[src/rtl/encoders_decoder.sv]
// Quadrature decoder for four rotary encoders plus eight buttons, with snapshot-and-clear readout.
// Optional feature: define ENCODERS_ERR_CNT_EN to build per-encoder invalid-transition counters.
module encoders_decoder #(
  parameter int STEPS_PER_DETENT = 4
) (
  input  logic        clk,
  input  logic        reset,
  input  logic [15:0] debounced,
  input  logic        snap_req,
  output logic        snap_ack,
  output logic [31:0] delta,
  output logic [7:0]  buttons,
  output logic        changed,
  output logic [15:0] err_cnt
);

  localparam logic signed [3:0] STEP_POS = 4'(STEPS_PER_DETENT);
  localparam logic signed [3:0] STEP_NEG = 4'(-STEPS_PER_DETENT);

  // init_q marks the first cycle out of reset, where prev {B,A} is loaded without evaluation.
  logic              init_q, init_d;
  logic [1:0]        prev_q [4];
  logic [1:0]        prev_d [4];
  logic signed [2:0] sub_q  [4];
  logic signed [2:0] sub_d  [4];
  logic signed [7:0] acc_q  [4];
  logic signed [7:0] acc_d  [4];
  logic [31:0]       delta_q, delta_d;
  logic [7:0]        buttons_q, buttons_d;
  logic              snap_ack_q, snap_ack_d;
  logic              changed_q, changed_d;
`ifdef ENCODERS_ERR_CNT_EN
  logic [3:0]        err_q [4];
  logic [3:0]        err_d [4];
`endif

  always_comb begin
    logic [1:0]        cur;
    logic [1:0]        prv;
    logic              inv;
    logic signed [1:0] dir;
    logic signed [3:0] sum;
    logic signed [1:0] step;
    logic signed [7:0] base;
    logic signed [8:0] s9;
    logic              any_nz;

    cur        = '0;
    prv        = '0;
    inv        = 1'b0;
    dir        = '0;
    sum        = '0;
    step       = '0;
    base       = '0;
    s9         = '0;
    any_nz     = 1'b0;
    init_d     = 1'b0;
    delta_d    = delta_q;
    buttons_d  = buttons_q;
    snap_ack_d = snap_req;

    if (snap_req) begin
      buttons_d = debounced[15:8];
    end

    for (int i = 0; i < 4; i++) begin
      cur = debounced[2*i +: 2];
      prv = prev_q[i];
      inv = !init_q && ((cur ^ prv) == 2'b11);
      dir = '0;
      if (!init_q && !inv && (cur != prv)) begin
        case ({prv, cur})
          4'b0001, 4'b0111, 4'b1110, 4'b1000: dir = 2'sb01;
          default:                            dir = 2'sb11;
        endcase
      end
      prev_d[i] = cur;

      sum  = {sub_q[i][2], sub_q[i]} + {{2{dir[1]}}, dir};
      step = '0;
      if (sum == STEP_POS) begin
        sub_d[i] = '0;
        step     = 2'sb01;
      end else if (sum == STEP_NEG) begin
        sub_d[i] = '0;
        step     = 2'sb11;
      end else begin
        sub_d[i] = sum[2:0];
      end

      // A step on the snapshot edge lands in the freshly cleared accumulator.
      if (snap_req) begin
        delta_d[8*i +: 8] = acc_q[i];
      end
      base = snap_req ? 8'sd0 : acc_q[i];
      s9   = {base[7], base} + {{7{step[1]}}, step};
      if (s9[8] != s9[7]) begin
        acc_d[i] = s9[8] ? 8'sh80 : 8'sh7F;
      end else begin
        acc_d[i] = s9[7:0];
      end
      any_nz = any_nz | (acc_d[i] != 8'sd0);

`ifdef ENCODERS_ERR_CNT_EN
      err_d[i] = err_q[i];
      if (inv && (err_q[i] != 4'hF)) begin
        err_d[i] = err_q[i] + 4'd1;
      end
`endif
    end

    changed_d = any_nz | (debounced[15:8] != buttons_d);
  end

  always_ff @(posedge clk) begin
    if (reset) begin
      init_q     <= 1'b1;
      delta_q    <= '0;
      buttons_q  <= '0;
      snap_ack_q <= 1'b0;
      changed_q  <= 1'b0;
      for (int i = 0; i < 4; i++) begin
        prev_q[i] <= '0;
        sub_q[i]  <= '0;
        acc_q[i]  <= '0;
`ifdef ENCODERS_ERR_CNT_EN
        err_q[i]  <= '0;
`endif
      end
    end else begin
      init_q     <= init_d;
      delta_q    <= delta_d;
      buttons_q  <= buttons_d;
      snap_ack_q <= snap_ack_d;
      changed_q  <= changed_d;
      for (int i = 0; i < 4; i++) begin
        prev_q[i] <= prev_d[i];
        sub_q[i]  <= sub_d[i];
        acc_q[i]  <= acc_d[i];
`ifdef ENCODERS_ERR_CNT_EN
        err_q[i]  <= err_d[i];
`endif
      end
    end
  end

  assign snap_ack = snap_ack_q;
  assign delta    = delta_q;
  assign buttons  = buttons_q;
  assign changed  = changed_q;
`ifdef ENCODERS_ERR_CNT_EN
  assign err_cnt  = {err_q[3], err_q[2], err_q[1], err_q[0]};
`else
  assign err_cnt  = '0;
`endif

endmodule

[config.mk]
export PLATFORM = sky130hd
export DESIGN_NAME = encoders_decoder
export DESIGN_NICKNAME = d
export VERILOG_FILES = /design/src/rtl/encoders_decoder.sv
export SDC_FILE = /design/constraint.sdc
export NUM_CORES = 1
export LEC_CHECK = 0
export CORE_MARGIN = 1
export CORE_UTILIZATION = 45
export DETAILED_ROUTE_END_ITERATION = 10
export GPL_ROUTABILITY_DRIVEN = 0
export HOLD_SLACK_MARGIN = 0.15
export PLACE_DENSITY = 0.68
export SYNTH_ARGS = -nofsm -noshare
export SYNTH_HDL_FRONTEND = slang
export SYNTH_SLANG_ARGS = --single-unit
[constraint.sdc]
create_clock -name clk -period 4.8 [get_ports clk]
set_input_delay 0.48 -clock clk [delete_from_list [all_inputs] [get_ports clk]]
set_output_delay 0.48 -clock clk [all_outputs]
set_load 0.02 [all_outputs]
# Yosys cells after proc, flatten, opt, wreduce, memory -nomap -nowiden
# Memory sizes are Yosys's and may differ from the RTL's.
# Index checks and enable logic that the tools add are counted.
[word_totals]
register_bits = 43
ram_bits = 52
input_bits = 19
output_inout_bits = 58
wordCells = 150
mem_count = 3
[memory_table]
columns = ["memory", "words", "word_bits", "rd", "rd_ports_with_merged_regs", "write_ports", "line", "source"]
rows = [
  ["acc_q", 4, 8, 4, 0, 4, "26", "logic signed [7:0] acc_q [4];"],
  ["sub_q", 4, 3, 4, 0, 4, "24", "logic signed [2:0] sub_q [4];"],
  ["prev_q", 4, 2, 4, 0, 4, "22", "logic [1:0] prev_q [4];"],
]
[classes]
n_addsub = 8
eq_ne = 37
n_mux = 52
bitwise_logic = 20
reduce_logical = 25
[ops]
columns = ["op", "n"]
rows = [
  ["$mux W8", 17],
  ["$eq A4 B4 Y1 const B", 12],
  ["$mux W2", 20],
  ["$add A8 B2 Y9", 4],
  ["$mux W3", 12],
  ["$eq A4 B3 Y1 const B", 8],
  ["$reduce_bool A8 Y1", 4],
  ["$add A3 B2 Y4", 4],
  ["$eq A4 B1 Y1 const B", 4],
  ["$or A1 B1 Y1", 16],
  ["$reduce_or A4 Y1", 4],
  ["$logic_and A1 B1 Y1", 12],
  ["$eq A2 B2 Y1 const B", 4],
  ["$ne A2 B2 Y1", 4],
  ["$ne A8 B8 Y1", 1],
  ["$xor A2 B2 Y2", 4],
  ["$logic_not A1 Y1", 5],
  ["$ne A1 B1 Y1", 4],
  ["$mux W1", 3],
]

# Longest topological paths before layout
# Gate-level depths: netlist of the first run.
# An unclocked memory read counts as a cell.
[depth]
depth_word = 20
mapped_depth = 18
mapped_depth_nobuf = 18

# Worst setup path before layout of the first run
# No wires, ideal clock.
[synth_timing]
kind = "input port to flip-flop"
startpoint = "in debounced[4]"
endpoint = "reg changed_q, in the netlist changed"
setup_time_ns = 0.132
arrival_time_ns = 4.124
t_required_ns = 4.668
path_slack_ns = 0.543
stages = 17
n_path_buf = 0
cell_sequence = "xnor2_1 > xnor2_1 > nor2_1 > ha_1 > inv_1 > fa_1 > nor2b_1 > nor2b_1 > nor2b_1 > ha_1 > a21o_1 > a221oi_1 > o21ai_0 > xor2_1 > nand4b_1 > nor4_2 > a21oi_1"
[synth_between]
elab_chain_len = 18
word_cells_on_any_way = 27
classes_between = "add/sub (2); eq/ne (9); mux (6); bitwise (4); reduce/logical (6)"
[synth_rtl]
columns = ["element", "line", "source"]
rows = [
  ["from (decl)", "8", "input logic [15:0] debounced,"],
  ["$xor A2 B2 Y2", "69", "inv = !init_q && ((cur ^ prv) == 2'b11);"],
  ["$eq A2 B2 Y1", "69", ""],
  ["$logic_and A1 B1 Y1", "69", ""],
  ["$logic_not A1 Y1", "71", "if (!init_q && !inv && (cur != prv)) begin"],
  ["$logic_and A1 B1 Y1 (2 in series)", "71", ""],
  ["$mux W2 (*)", "71", ""],
  ["$add A3 B2 Y4 (*)", "79", "sum = {sub_q[i][2], sub_q[i]} + {{2{dir[1]}}, dir};"],
  ["$eq A4 B3 Y1", "84", "end else if (sum == STEP_NEG) begin"],
  ["$mux W2", "84", ""],
  ["$mux W2 (*)", "81", "if (sum == STEP_POS) begin"],
  ["$add A8 B2 Y9 (*)", "96", "s9 = {base[7], base} + {{7{step[1]}}, step};"],
  ["$mux W8 / $ne A1 B1 Y1 (equally long branches)", "98, 97", ""],
  ["$mux W8 (*)", "97", "if (s9[8] != s9[7]) begin"],
  ["$reduce_bool A8 Y1 (*)", "102", "any_nz = any_nz | (acc_d[i] != 8'sd0);"],
  ["$or A1 B1 Y1 (*) (2 in series)", "102", ""],
  ["$or A1 B1 Y1 (*)", "112", "changed_d = any_nz | (debounced[15:8] != buttons_d);"],
  ["to (signal assigned)", "135", "changed_q <= changed_d;"],
  ["to (decl)", "31", "logic changed_q, changed_d;"],
]
# Every way passes the cells marked *; elsewhere a longest branch is shown, timed or not.
# A chain may end at the register's enable or synchronous reset.

# Worst setup path after layout of the first run
[layout_timing]
startpoint = "in debounced[0]"
endpoint = "reg changed_q, in the netlist changed"
[layout_between]
elab_chain_len = 19
word_cells_on_any_way = 28
classes_between = "add/sub (2); eq/ne (9); mux (6); bitwise (5); reduce/logical (6)"
[layout_rtl]
columns = ["element", "line"]
rows = [
  ["$xor A2 B2 Y2", "69"],
  ["$eq A2 B2 Y1", "69"],
  ["$logic_and A1 B1 Y1", "69"],
  ["$logic_not A1 Y1", "71"],
  ["$logic_and A1 B1 Y1 (2 in series)", "71"],
  ["$mux W2 (*)", "71"],
  ["$add A3 B2 Y4 (*)", "79"],
  ["$eq A4 B3 Y1", "84"],
  ["$mux W2", "84"],
  ["$mux W2 (*)", "81"],
  ["$add A8 B2 Y9 (*)", "96"],
  ["$mux W8 / $ne A1 B1 Y1 (equally long branches)", "98, 97"],
  ["$mux W8 (*)", "97"],
  ["$reduce_bool A8 Y1 (*)", "102"],
  ["$or A1 B1 Y1 (*) (3 in series)", "102"],
  ["$or A1 B1 Y1 (*)", "112"],
]
# Marked as above.

==> flow_summary_export.csv, run 1 <==
group,metric,value,unit
logic_synthesis,synth_area_leaders,"dfxtp_1 34%, ha_1 10%, mux2i_1 7.6%, nor2b_1 6.5%, nor2_1 6.1%",
detailed_routing,ant_nets,0,
critical_path,arrival,4.66,ns
global_routing,track_usage,0.192,
timing,finalMaxSlewViolations,0,
logic_synthesis,netlist-cell-type-count,59,
global_routing,grt_pass1_wl,19.7,mm
logic_synthesis,ys_seq_area_frac,0.344,
finish,syn_to_final_growth,22.1,%
logic_synthesis,synth.most_common_cell,"dfxtp_1",
global_routing,gr-total-overflow,0,
detailed_routing,wirelength,11.6,mm
detailed_routing,routedWlPerCell,13.7,microns
floorplanning,num_rows,40,
timing,timing_hold_violations_final,0,
global_routing,grt_pass1_vias,4303,
finish,final_core_util,0.564,
power_and_ir_drop,power_frac_comb,0.190,
timing,setup_violations,0,
finish,diodes,0,
clock_network,clk_latency,0.34,ns
critical_path,start_kind,"input pin",
clock_network,max-clock-path-buffers,2,
critical_path,crit_buf_inv,2,
clock_network,cts_tree,"yes",
power_and_ir_drop,ir_worst_vdd,0.137,mV
critical_path,crit_chain,"clkdlybuf4s50_1 > xnor2_1 > or3b_2 > fa_1 > nor2b_1 > nor2b_1 > and2_1 > inv_1 > fa_1 > nor2b_4 > o31a_1 > o31ai_4 > xnor2_1 > or3b_1 > nor4_2 > a21oi_1",
finish,drive_above_1_share,0.0930,
floorplanning,fp.dieW,113,microns
logic_synthesis,synthCells,618,
critical_path,crit_path_end_kind,"flop",
clock_network,cts-htree-levels,3,
finish,instances_no_fill,846,
placement,dp_cells,830,
power_and_ir_drop,switching_power,0.000526,W
detailed_routing,drc_errors,0,
power_and_ir_drop,powerDensity,305,nW/um^2
placement,dp_hpwl,8.41,mm
status,run_status,"complete, no violations",
critical_path,cp_top_family,"simple AND/OR/NAND/NOR gates",
clock_network,cts.clk_slew.worst_paths,0.07,ns
power_and_ir_drop,p_leak,3.04,nW
timing,clock_skew,0.00688,ns
timing,fmax,223,MHz
critical_path,cp_slowest_stage_delay,0.58,ns
critical_path,critPathSlowestCell,"fa_1",
timing,period_needed,4.48,ns
floorplanning,fp.coreArea,12000,sq um
clock_network,cts.sinks,95,
placement,dp_slack,-0.122,ns
critical_path,critPathMaxFanout,4,
timing,layout_setup_ws,0.323,ns
logic_synthesis,synth-main-ff-cell,"dfxtp_1",
global_routing,grt_max_degree,60,
clock_network,cts-root-buf,"clkbuf_16",
job,cap_violations,0,
detailed_routing,via_count,4352,
logic_synthesis,yosysTopAreaCell,"dfxtp_1",
logic_synthesis,async_flop_share,0,
timing,tightest_slew,1.06,ns
finish,num-nets-final,765,
power_and_ir_drop,intPower,0.00153,W
power_and_ir_drop,seqPwrFrac,0.416,
critical_path,crit_type,"input pin to flop",
logic_synthesis,synth_edf_count,0,
power_and_ir_drop,p_clk_frac,0.394,
power_and_ir_drop,sw_frac_of_total,0.255,
critical_path,cp.required,4.99,ns
timing,hold_ws,0.490,ns
detailed_routing,via_per_inst,5.14,
logic_synthesis,ys_ff_latch,95,
floorplanning,ios,77,
clock_network,numCtsBuffers,9,
detailed_routing,drt-initial-drc-count,153,
timing,slew-limit-headroom,0.295,
logic_synthesis,syn_area,5520,sq um
min_path,hold_path.class,"flop to flop",
floorplanning,dieArea,12700,sq um
floorplanning,initial_core_util,0.462,
logic_synthesis,ys_warn_count,0,
detailed_routing,dr.pass1.iters,4,
clock_network,post-cts-setup-buffer-count,0,
timing,final.setup.tns,0,ns
logic_synthesis,syn_area_per_cell,8.93,sq um
global_routing,grt_antenna_before_repair,0,
placement,io_buffers,60,
floorplanning,die_y,113,microns
logic_synthesis,yosysTopAreaCellShare,0.344,
finish,fillers,1082,
logic_synthesis,netlist_top_cells_count,"95 x dfxtp_1, 89 x nor2_1, 57 x nor2b_1",
timing,period_share,0.933,
[power groups by stage]
stage          clock, W  sequential (W)  combinational [W]
3_5_place_dp          0        0.000874           0.000382
4_1_cts        0.000826        0.000857           0.000386
3_3_place_gp          0        0.000873           0.000371
5_1_grt        0.000862        0.000861           0.000434
6_report       0.000811        0.000856           0.000390
2_1_floorplan         0        0.000882           0.000263
[worst min-delay path: stages, from the launching register on]
cell and delay (ns):
dfxtp_1 0.32, mux2i_1 0.06, nor2_1 0.07
[path summary, 6_finish.rpt]
path                              startpoint   endpoint  slack [ns]  depth (start not counted)
worst max-delay path            debounced[0]    changed        0.32                         16
worst min-delay path             acc_q[1][6]  delta[14]        0.49                          2
worst max register to register  prev_q[0][1]    changed        0.61                         15
worst min register to register   acc_q[1][6]  delta[14]        0.49                          2
[what timing repair did]
item / 4_1_cts / 5_1_grt
endpoints found under the setup margin: 0 / 22
hold buffers: 0 / 0
endpoints found under the hold margin: 0 / 0
gates resized for setup: 0 / 10
[metal layers]
layer,up-vias,share of wire,routed length [microns],GRT usage
li1,2224,-,-,-
met1,2008,0.48,5600,0.252
met2,96,0.46,5300,0.310
met3,24,0.032,370,0.0305
met4,0,0.025,295,0.0916
met5,-,0,0,0
[state kept, by name, summed over array words and instances, names as in the netlist]
| register | flops |
|---|---|
| acc_q | 32 |
| changed | 1 |
| init_q | 1 |
| sub_q | 12 |
| snap_ack | 1 |
| buttons | 8 |
| prev_q | 8 |
| delta | 32 |
[area by class of cell]
cell class / count / area, sq um / share of cell area
inverters: 31 / 116 / 0.0173
repair buffers: 85 / 781 / 0.116
well taps: 147 / 184 / 0.0273
clock inverters: 2 / 60.1 / 0.00891
flip-flops and latches: 95 / 1900 / 0.282
multi-input cells: 472 / 3420 / 0.507
clock buffers: 14 / 284 / 0.0421
[layout by cell type, fill, tap and decap left out, types with 9 or more instances in the layout]
cell type / instances
inv_1: 31
mux2i_1: 42
nand3_1: 9
dfxtp_1: 95
nand2_1: 22
buf_4: 26
conb_1: 16
nor2b_1: 56
clkbuf_16: 9
a21oi_1: 43
clkdlybuf4s50_1: 58
xnor2_1: 18
ha_1: 44
xor2_1: 22
nor2_1: 89
[through the flow]
stage          instance area (sq um)  total power [W]
2_1_floorplan                   5580          0.00114
3_3_place_gp                    6350          0.00124
3_5_place_dp                    6350          0.00126
4_1_cts                         6700          0.00207
5_1_grt                         6740          0.00216
6_report                        6740          0.00206
[kinds of logic (layout without fill, tap and decap cells)]
logic type | Yosys count | after routing | share of synthesized area
other | 1 | 16 | 0.000679
adder cells (fa/ha/maj) | 52 | 52 | 0.129
XOR/XNOR | 42 | 42 | 0.0666
multiplexers | 42 | 42 | 0.0761
flip-flops | 95 | 95 | 0.344
AND/OR/NAND/NOR | 223 | 223 | 0.206
buffers and inverters | 66 | 132 | 0.0557
AO/OA/AOI/OAI | 97 | 97 | 0.121
No activity file was read; power rests on OpenSTA's default activity.
==> run 2: changes to the inputs <==
CORE_MARGIN = not set   (was 1)
==> results of run 2 <==
The final DEF is identical to that of run 1; final timing and power are the same.
